<file path="config.mk">
export PLATFORM = sky130hd
export DESIGN_NAME = inst_fetch
export DESIGN_NICKNAME = d
export VERILOG_FILES = /design/src/rtl/inst_fetch_pkg.sv /design/src/rtl/inst_fetch_icache.sv /design/src/rtl/inst_fetch.sv
export SDC_FILE = /design/constraint.sdc
export NUM_CORES = 1
export LEC_CHECK = 0
export CAP_MARGIN = 40
export CORE_MARGIN = 1
export CORE_UTILIZATION = 60
export DETAILED_ROUTE_END_ITERATION = 16
export MAX_ROUTING_LAYER = met4
export PLACE_DENSITY = 0.79
export SLEW_MARGIN = 20
export SYNTH_ARGS = -nofsm -noshare
export SYNTH_HDL_FRONTEND = slang
export SYNTH_SLANG_ARGS = --single-unit
export TNS_END_PERCENT = 5
</file>
<file path="constraint.sdc">
create_clock -name clk_in -period 12.03 [get_ports clk_in]
set_input_delay 3.609 -clock clk_in [delete_from_list [all_inputs] [get_ports clk_in]]
set_output_delay 3.609 -clock clk_in [all_outputs]
set_load 0.005 [all_outputs]
</file>
<file path="src/rtl/inst_fetch_pkg.sv">
// Shared widths, constants and state encoding for the instruction fetch unit.
package inst_fetch_pkg;

  localparam int          INST_ADDR_W = 32;
  localparam int          REG_W       = 32;
  localparam logic        RST_ENABLE  = 1'b1;
  localparam logic        TRUE_V      = 1'b1;
  localparam logic        FALSE_V     = 1'b0;
  localparam logic [31:0] ZERO_WORD   = 32'h0000_0000;

  // Fetch controller states.
  typedef enum logic {
    ST_IDLE  = 1'b0,
    ST_FETCH = 1'b1
  } fetch_state_e;

  // Icache index width for a given line count (one word per line).
  function automatic int icache_idx_w(input int entries);
    return $clog2(entries);
  endfunction

  // Icache tag width: word address bits left above the index.
  function automatic int icache_tag_w(input int entries);
    return INST_ADDR_W - 2 - $clog2(entries);
  endfunction

endpackage

</file>
<file path="src/rtl/inst_fetch_icache.sv">
// Direct-mapped instruction cache, one 32-bit word per line.
// Addresses arrive as word addresses (byte address bits [31:2]).
module inst_fetch_icache
  import inst_fetch_pkg::*;
#(
  parameter int ENTRIES = 16
) (
  input  logic        clk_in,
  input  logic        rst_in,
  input  logic [29:0] rd_addr_i,
  output logic        hit_o,
  output logic [31:0] rd_data_o,
  input  logic        wr_en_i,
  input  logic [29:0] wr_addr_i,
  input  logic [31:0] wr_data_i
);

  localparam int IDX_W = icache_idx_w(ENTRIES);
  localparam int TAG_W = icache_tag_w(ENTRIES);

  logic [TAG_W-1:0] tag_q   [ENTRIES];
  logic [31:0]      data_q  [ENTRIES];
  logic [ENTRIES-1:0] valid_q;

  logic [IDX_W-1:0] rd_idx;
  logic [TAG_W-1:0] rd_tag;
  logic [IDX_W-1:0] wr_idx;
  logic [TAG_W-1:0] wr_tag;

  assign rd_idx = rd_addr_i[IDX_W-1:0];
  assign rd_tag = rd_addr_i[29:IDX_W];
  assign wr_idx = wr_addr_i[IDX_W-1:0];
  assign wr_tag = wr_addr_i[29:IDX_W];

  assign hit_o     = valid_q[rd_idx] && (tag_q[rd_idx] == rd_tag);
  assign rd_data_o = data_q[rd_idx];

  // Valid bits: cleared on reset, set when a line is filled.
  always_ff @(posedge clk_in) begin
    if (rst_in == RST_ENABLE) begin
      valid_q <= '0;
    end else if (wr_en_i) begin
      valid_q[wr_idx] <= TRUE_V;
    end
  end

  // Tag and data storage: no reset needed, guarded by the valid bits.
  always_ff @(posedge clk_in) begin
    if (wr_en_i) begin
      tag_q[wr_idx]  <= wr_tag;
      data_q[wr_idx] <= wr_data_i;
    end
  end

endmodule

</file>
<file path="src/rtl/inst_fetch.sv">
// Instruction fetch: PC sequencing, icache lookup, miss handling towards
// mem_ctrl and a one-entry output register towards decode.
//
// Decode handshake: an instruction is handed over on any cycle where
// rdy_in=1, if_valid_out=1 and stall_in=0; while stall_in=1 the
// presented pc/instruction are held unchanged.
module inst_fetch
  import inst_fetch_pkg::*;
#(
  parameter int ICACHE_ENTRIES = 16
) (
  input  logic         clk_in,
  input  logic         rst_in,
  input  logic         rdy_in,
  input  logic         stall_in,
  input  logic         branch_flag_in,
  input  logic [31:0]  branch_target_in,
  output logic         if_req_out,
  output logic [31:0]  inst_addr_out,
  input  logic         inst_done_in,
  input  logic [31:0]  inst_in,
  input  logic [1:0]   mem_busy_in,
  output logic         if_valid_out,
  output logic [31:0]  if_pc_out,
  output logic [31:0]  if_inst_out,
  output fetch_state_e dbg_state_out
);

  fetch_state_e state_q;
  logic [31:0]  pc_q;
  logic [31:0]  fetch_addr_q;
  logic         discard_q;
  logic         cool_q;       // one idle cycle enforced after each completion
  logic         req_q;
  logic [31:0]  addr_q;
  logic         valid_q;
  logic [31:0]  out_pc_q;
  logic [31:0]  out_inst_q;

  logic         cache_hit;
  logic [31:0]  cache_data;
  logic         fill_en;
  logic         out_free;
  logic         consume;
  logic [31:0]  pc_next_d;
  logic [31:0]  fetch_next_d;
  logic         unused_busy;

  assign unused_busy  = mem_busy_in[1];
  assign consume      = valid_q && !stall_in;
  assign out_free     = !valid_q || !stall_in;
  assign pc_next_d    = pc_q + 32'd4;
  assign fetch_next_d = fetch_addr_q + 32'd4;
  // A returning word always fills the cache, even when it is discarded.
  assign fill_en      = (rst_in != RST_ENABLE) && rdy_in &&
                        (state_q == ST_FETCH) && inst_done_in;

  inst_fetch_icache #(
    .ENTRIES (ICACHE_ENTRIES)
  ) u_icache (
    .clk_in    (clk_in),
    .rst_in    (rst_in),
    .rd_addr_i (pc_q[31:2]),
    .hit_o     (cache_hit),
    .rd_data_o (cache_data),
    .wr_en_i   (fill_en),
    .wr_addr_i (fetch_addr_q[31:2]),
    .wr_data_i (inst_in)
  );

  // Fetch FSM with registered request and decode-side outputs.
  always_ff @(posedge clk_in) begin
    if (rst_in == RST_ENABLE) begin
      state_q      <= ST_IDLE;
      pc_q         <= ZERO_WORD;
      fetch_addr_q <= ZERO_WORD;
      discard_q    <= FALSE_V;
      cool_q       <= FALSE_V;
      req_q        <= FALSE_V;
      addr_q       <= ZERO_WORD;
      valid_q      <= FALSE_V;
      out_pc_q     <= ZERO_WORD;
      out_inst_q   <= ZERO_WORD;
    end else if (rdy_in) begin
      if (consume) begin
        valid_q <= FALSE_V;
      end
      if (branch_flag_in) begin
        // Redirect: flush the output; an outstanding request is kept alive
        // and its word only refills the cache.
        valid_q <= FALSE_V;
        pc_q    <= branch_target_in;
        if (state_q == ST_FETCH) begin
          if (inst_done_in) begin
            req_q     <= FALSE_V;
            state_q   <= ST_IDLE;
            discard_q <= FALSE_V;
            cool_q    <= TRUE_V;
          end else begin
            discard_q <= TRUE_V;
          end
        end else begin
          cool_q <= FALSE_V;
        end
      end else begin
        case (state_q)
          ST_IDLE: begin
            cool_q <= FALSE_V;
            if (cache_hit) begin
              if (out_free) begin
                valid_q    <= TRUE_V;
                out_pc_q   <= pc_q;
                out_inst_q <= cache_data;
                pc_q       <= pc_next_d;
              end
            end else if (!mem_busy_in[0] && !cool_q) begin
              req_q        <= TRUE_V;
              addr_q       <= pc_q;
              fetch_addr_q <= pc_q;
              state_q      <= ST_FETCH;
            end
          end
          ST_FETCH: begin
            if (inst_done_in) begin
              req_q     <= FALSE_V;
              state_q   <= ST_IDLE;
              discard_q <= FALSE_V;
              cool_q    <= TRUE_V;
              if (!discard_q && out_free) begin
                valid_q    <= TRUE_V;
                out_pc_q   <= fetch_addr_q;
                out_inst_q <= inst_in;
                pc_q       <= fetch_next_d;
              end
            end
          end
          default: state_q <= ST_IDLE;
        endcase
      end
    end
  end

  assign if_req_out    = req_q;
  assign inst_addr_out = addr_q;
  assign if_valid_out  = valid_q;
  assign if_pc_out     = out_pc_q;
  assign if_inst_out   = out_inst_q;
  assign dbg_state_out = state_q;

endmodule

</file>
After elaboration in Yosys (flattened, before gate mapping)
Memory sizes are Yosys's and may differ from the RTL's. A register that Yosys moved wholly into a read port is not among the register bits.
Cells that the tools add are included.
W data, S select, Z words.
- register bits: 149
- RAM bits: 928
- bits of input ports: 72
- output and inout port bits: 99
- word-level logic and storage cells: 107
- memories kept: 2
- memories (name ; words ; width ; read ports ; clocked after memory_dff ; write ports ; RTL line ; source):
    u_icache.data_q ; 16 ; 32 ; 1 ; 1 ; 1 ; inst_fetch_icache.sv:22 ; logic [31:0] data_q [ENTRIES];
    u_icache.tag_q ; 16 ; 26 ; 1 ; 1 ; 1 ; inst_fetch_icache.sv:21 ; logic [TAG_W-1:0] tag_q [ENTRIES];
- add/sub/neg operators: 2
- order comparisons: 3
- equality and inequality tests: 12
- multiplexer cells: 53
- bitwise logic cells: 5
- reduce and logical (&&, ||, !) cells: 20
- operators by type and width (operator ; count):
    $mux W32 ; 13
    $pmux W32 S2 ; 3
    $add A32 B3 Y32 const B ; 2
    $mux W1 ; 27
    $eq A26 B26 Y1 ; 1
    $mux W4 ; 4
    $or A16 B16 Y16 ; 1
    $ne A3 B3 Y1 const B ; 5
    $lt A4 B5 Y1 const B ; 2
    $reduce_and A5 Y1 ; 2
    $logic_and A1 B1 Y1 ; 8
    $pmux W1 S2 ; 4
    $ne A2 B2 Y1 const B ; 3
    $reduce_and A6 Y1 ; 1
    $logic_not A1 Y1 ; 5
    $bmux W1 S4 ; 1
    $demux W1 S4 ; 1
    $ge A4 B1 Y1 const B ; 1
    $ne A2 B1 Y1 const B ; 2
    $not A1 Y1 ; 4
    $reduce_and A4 Y1 ; 1
    $ne A3 B2 Y1 const B ; 1
    $reduce_and A3 Y1 ; 1
    $reduce_bool A2 Y1 ; 1
    $logic_or A1 B1 Y1 ; 1

Longest topological paths before layout
- depth after elaboration: 9
- depth in mapped cells: 17
- gate-level depth less buffers: 11

Modules after synthesis
A second synthesis with hierarchy kept.
- cell total of the unflattened synthesis: 2300
- area, all modules: 42630.9 sq um
- modules (own cells, without submodules) (module ; times used ; cells each ; area an instance (sq um)):
    inst_fetch_icache ; 1 ; 1545 ; 36238.5
    inst_fetch ; 1 ; 755 ; 6392.4

Worst setup path before layout
Ideal clock, no wire load.
- kind: input to register
- from: in rdy_in
- to: mem u_icache.data_q[0][0] (enable)
- setup time: 0.547 ns
- arrival: 8.479 ns
- data required time: 11.483 ns
- slack: 3.003 ns
- stages on the path: 4
- path buffers: 1
- path through: clkbuf_1 > nand3_1 > or4_1 > nor3_1
- longest elaborated chain between the ends: 5
- ends and longest elaborated chain (item ; RTL line ; source):
    from (decl) ; inst_fetch.sv:14 ; input logic rdy_in,
    $logic_and A1 B1 Y1 (2 in series) ; inst_fetch.sv:55 ; assign fill_en = (rst_in != RST_ENABLE) && rdy_in &&
    $logic_and A1 B1 Y1 ; inst_fetch.sv:56 ; (state_q == ST_FETCH) && inst_done_in;
    $mux W1 ; inst_fetch_icache.sv:49 ; if (wr_en_i) begin
    $mux W1 (not written as such) ; inst_fetch_icache.sv:51 ; data_q[wr_idx] <= wr_data_i;
    to (decl) ; inst_fetch_icache.sv:22 ;
No other way between the ends.

Worst setup path in the final report
- from: in rdy_in
- to: mem u_icache.tag_q[1][24] (netlist bit) (enable)
- longest elaborated chain between the ends: 5
- ends and longest elaborated chain (item ; RTL line ; source):
    $logic_and A1 B1 Y1 (2 in series) ; inst_fetch.sv:55 ;
    $logic_and A1 B1 Y1 ; inst_fetch.sv:56 ;
    $mux W1 ; inst_fetch_icache.sv:49 ;
    $mux W1 (not written as such) ; inst_fetch_icache.sv:50 ; tag_q[wr_idx] <= wr_tag;
    to (decl) ; inst_fetch_icache.sv:21 ;
No other way between the ends.

==> qor.yml <==
status:
  outcome: "completed"
cts:
  post_cts_resized: 0
  cts_tree: "yes"
  cts_post_setup_buffers_inserted: 0
  hold_buffers: 0
  clkTransAtPathRegs_ns: 0.06
  cts_buffers: 103
  cts_num_sinks: 1081
  clk_latency_ns: 0.68
  cts-root-buf: "clkbuf_16"
  htree_levels: 3
  clock_tree.buffer_depth: 3
pwr:
  sequentialPowerShare_pct: 52.4
  switching_power_w: 0.00166
  ir_drop_uv: 132
  finalPower_w: 0.00780
  p_comb_share_pct: 6.0
  pwr-share-clk_pct: 41.5
  p_per_area_nw_per_um2: 154
  leakage_nw: 15.2
  p_sw_share_pct: 21.3
  p_int_w: 0.00613
timing:
  timing.final.hold_violations: 0
  tightest_slew_ns: 0.950
  fin_skew_ns: 0.0371
  layout_min_cycle_time_ns: 6.83
  tns_ns: 0
  finalCritPeriodShare_pct: 56.7
  setup_viol_count_final: 0
  rsz0062_at_grt: "no"
  maxSlewHeadroom_pct: 36.7
  max_freq_ghz: 0.147
  drv_slew: 0
  worst_slack_ns: 5.20
placed_design:
  dp_hpwl_um: 63000
  routabilityCongestion: 0.913
  dp_slack_ns: 4.75
  io_buffers: 169
synth:
  synth_top_family_by_area: "multiplexers"
  syn_area_per_cell_sq_um: 17.5
  synth-seq-cells: 1081
  synthTopCellsByArea: "edfxtp_1 (63%), mux4_2 (12%), dfxtp_1 (6.9%)"
  yosys.area.top_type: "edfxtp_1"
  synth.distinct_cells: 65
  seq_area_frac_synth_pct: 70.1
  ys.flop_type: "edfxtp_1"
  synth_xor_area_share_pct: 1.07
  synth-simple-area-share_pct: 4.82
  synth_common_cells: "edfxtp_1 (928), mux4_2 (243), mux2i_1 (184), dfxtp_1 (153), a211oi_1 (129)"
  ys_warn_count: 0
  synth_nets: 2594
  synth.mux.area_fraction_pct: 16.8
  synth-adder-area-share_pct: 0.0284
  syn_area_sq_um: 44100
  synth_edf_count: 928
  synth_compound_area_share_pct: 5.29
  synth.most_common_cell: "edfxtp_1"
  async_flop_share_pct: 0
  synth_top_area_share_pct: 63.2
  syn_inst: 2521
worst_setup_path:
  cp_slowest_cell: "or4_1"
  arrival_ns: 7.11
  critical_path_class: "in -> reg"
  slowest_delay_ns: 0.74
  required_ns: 12.31
  critPathLaunchType: "input pin"
  rrSetupSlack_ns: 6.07
  reg2reg_depth: 11
  worst-path-max-fanout: 34
  worst_r2r_endpoint: "if_pc_out[4]$_SDFFE_PP0P_"
  path_cells: "clkdlybuf4s50_1 > nand3_1 > or4_1 > nor2_4 > buf_8 > buf_4"
  cp-end-kind: "flop"
floorplanning:
  start_util_pct: 60.6
  die_height_um: 273
  std_cell_rows: 99
  core_area_sq_um: 72800
  dieArea_sq_um: 74600
  fp.dieW_um: 273
  ioPinCount: 171
detailed_routing:
  firstDrtPassIters: 5
  wl_per_cell_um: 30.8
  drt-total-wl_um: 116000
  num_vias: 25700
  viasPerCell: 6.85
  drtIter0Drc: 3552
  antenna_left: 0
  drcViolationCount: 0
global_routing:
  grt_max_degree: 103
  antenna_found_initial: 3
  grt_pass1_vias: 26200
  overflow: 0
  grt_pass1_wl_um: 169000
  track_usage_pct: 32.3
worst_hold_path:
  hp-start: "u_icache.valid_q[14]$_SDFFE_PP0P_"
  holdPathEnd: "u_icache.valid_q[14]$_SDFFE_PP0P_"
  hold_path.class: "reg -> reg"
  holdPathStages: 2
final_layout:
  area.growth.synth_to_final_pct: 14.8
  seqCellArea_sq_um: 30900
  multiInputGateArea_sq_um: 12500
  final.fill_count: 4372
  fin_nets: 2780
  drive_gt1_share_pct: 18.5
flow_run:
  drv_cap: 0
critical path: cells and delay by family:
family                 cells  cell delay [ns]
buffers and inverters      3             1.59
and+or+nand+nor            3             1.87
sequential cells by signal (all words and copies together), names as in the netlist, named ones only:
signal and count:
cool_q 1, dbg_state_out 1, discard_q 1, if_inst_out 32, if_pc_out 32, if_req_out 1, if_valid_out 1, inst_addr_out 32
pc_q 32, u_icache.data_q 512, u_icache.tag_q 416, u_icache.valid_q 16
layout make-up:
type                       instances  area share, %
antenna                            3         0.0148
clock buffer                     146           5.72
clock inverter                    46          0.922
inverter                           7         0.0568
multi-input combinational       1261           24.6
sequential                      1081           61.1
tap                              959           2.37
timing repair buffer             253           5.19
worst max-delay path by stage:
| stage | to | startpoint | depth (start not counted) |
|---|---|---|---|
| floorplan | u_icache.data_q[0][0]$_DFFE_PP_ | rdy_in | 4 |
| global placement | u_icache.tag_q[1][19]$_DFFE_PP_ | rdy_in | 5 |
| detailed placement | u_icache.tag_q[11][6]$_DFFE_PP_ | rdy_in | 7 |
| CTS | u_icache.tag_q[1][4]$_DFFE_PP_ | rdy_in | 6 |
| global route | u_icache.tag_q[1][4]$_DFFE_PP_ | rdy_in | 6 |
| finish | u_icache.tag_q[1][24]$_DFFE_PP_ | rdy_in | 6 |
cell families (layout without fill, tap and decap cells):
| group | Yosys count | in the layout |
|---|---|---|
| mux | 434 | 434 |
| simple gates | 428 | 428 |
| flops | 1081 | 1081 |
| compound gates | 344 | 344 |
| buf+inv | 179 | 452 |
| other cells | 0 | 3 |
| fa+ha+maj | 1 | 1 |
| xor+xnor | 54 | 54 |
per-layer routing:
layer  wire length, um  up-vias  share of wire (%)  global-route usage [%]
met5                 0        -                  0                       -
met3             11700      280                 10                    5.50
met2             57000     1762                 49                    51.1
met1             42700    13200                 37                    42.1
met4              4180        0                3.6                    12.6
li1                  -    10500                  -                       -
cell usage in the layout (no fill, tap or decap), types with 11 or more instances in the layout:
master,Yosys,layout
a211oi_1,129,129
a21oi_1,83,83
a22oi_1,19,19
a311oi_1,11,11
buf_4,12,61
clkbuf_1,96,33
clkbuf_16,0,108
clkdlybuf4s50_1,0,167
clkinv_1,0,15
clkinv_2,0,18
dfxtp_1,153,148
edfxtp_1,928,928
mux2i_1,184,184
mux4_2,243,243
nand2_1,106,106
nand2b_1,15,15
nand3_1,23,23
nand3b_1,11,11
nor2_1,122,108
nor2_4,0,13
nor2b_1,61,61
nor3_1,27,23
o21ai_0,38,37
or3_1,15,15
xnor2_1,25,25
xor2_1,29,29
power by group through the flow:
stage                     Sequential (W)  Clock [W]  Combinational, W
after CTS                        0.00409    0.00326          0.000461
final                            0.00409    0.00324          0.000468
after global routing             0.00409    0.00340          0.000494
after floorplan                  0.00415          0          0.000316
after global placement           0.00417          0          0.000430
after detailed placement         0.00417          0          0.000453
per-stage QoR:
step           utilization [%]  hold WS, ns  cell area, sq um  instances
2_1_floorplan                -        0.435             44100       2521
3_3_place_gp              64.2        0.444             46800       3535
3_5_place_dp              64.7        0.455             47100       3553
4_1_cts                   69.3        0.469             50500       3745
5_1_grt                   69.5        0.505             50600       3755
6_report                  69.5        0.466             50600       3756
No activity file was read; power rests on OpenSTA's default activity.
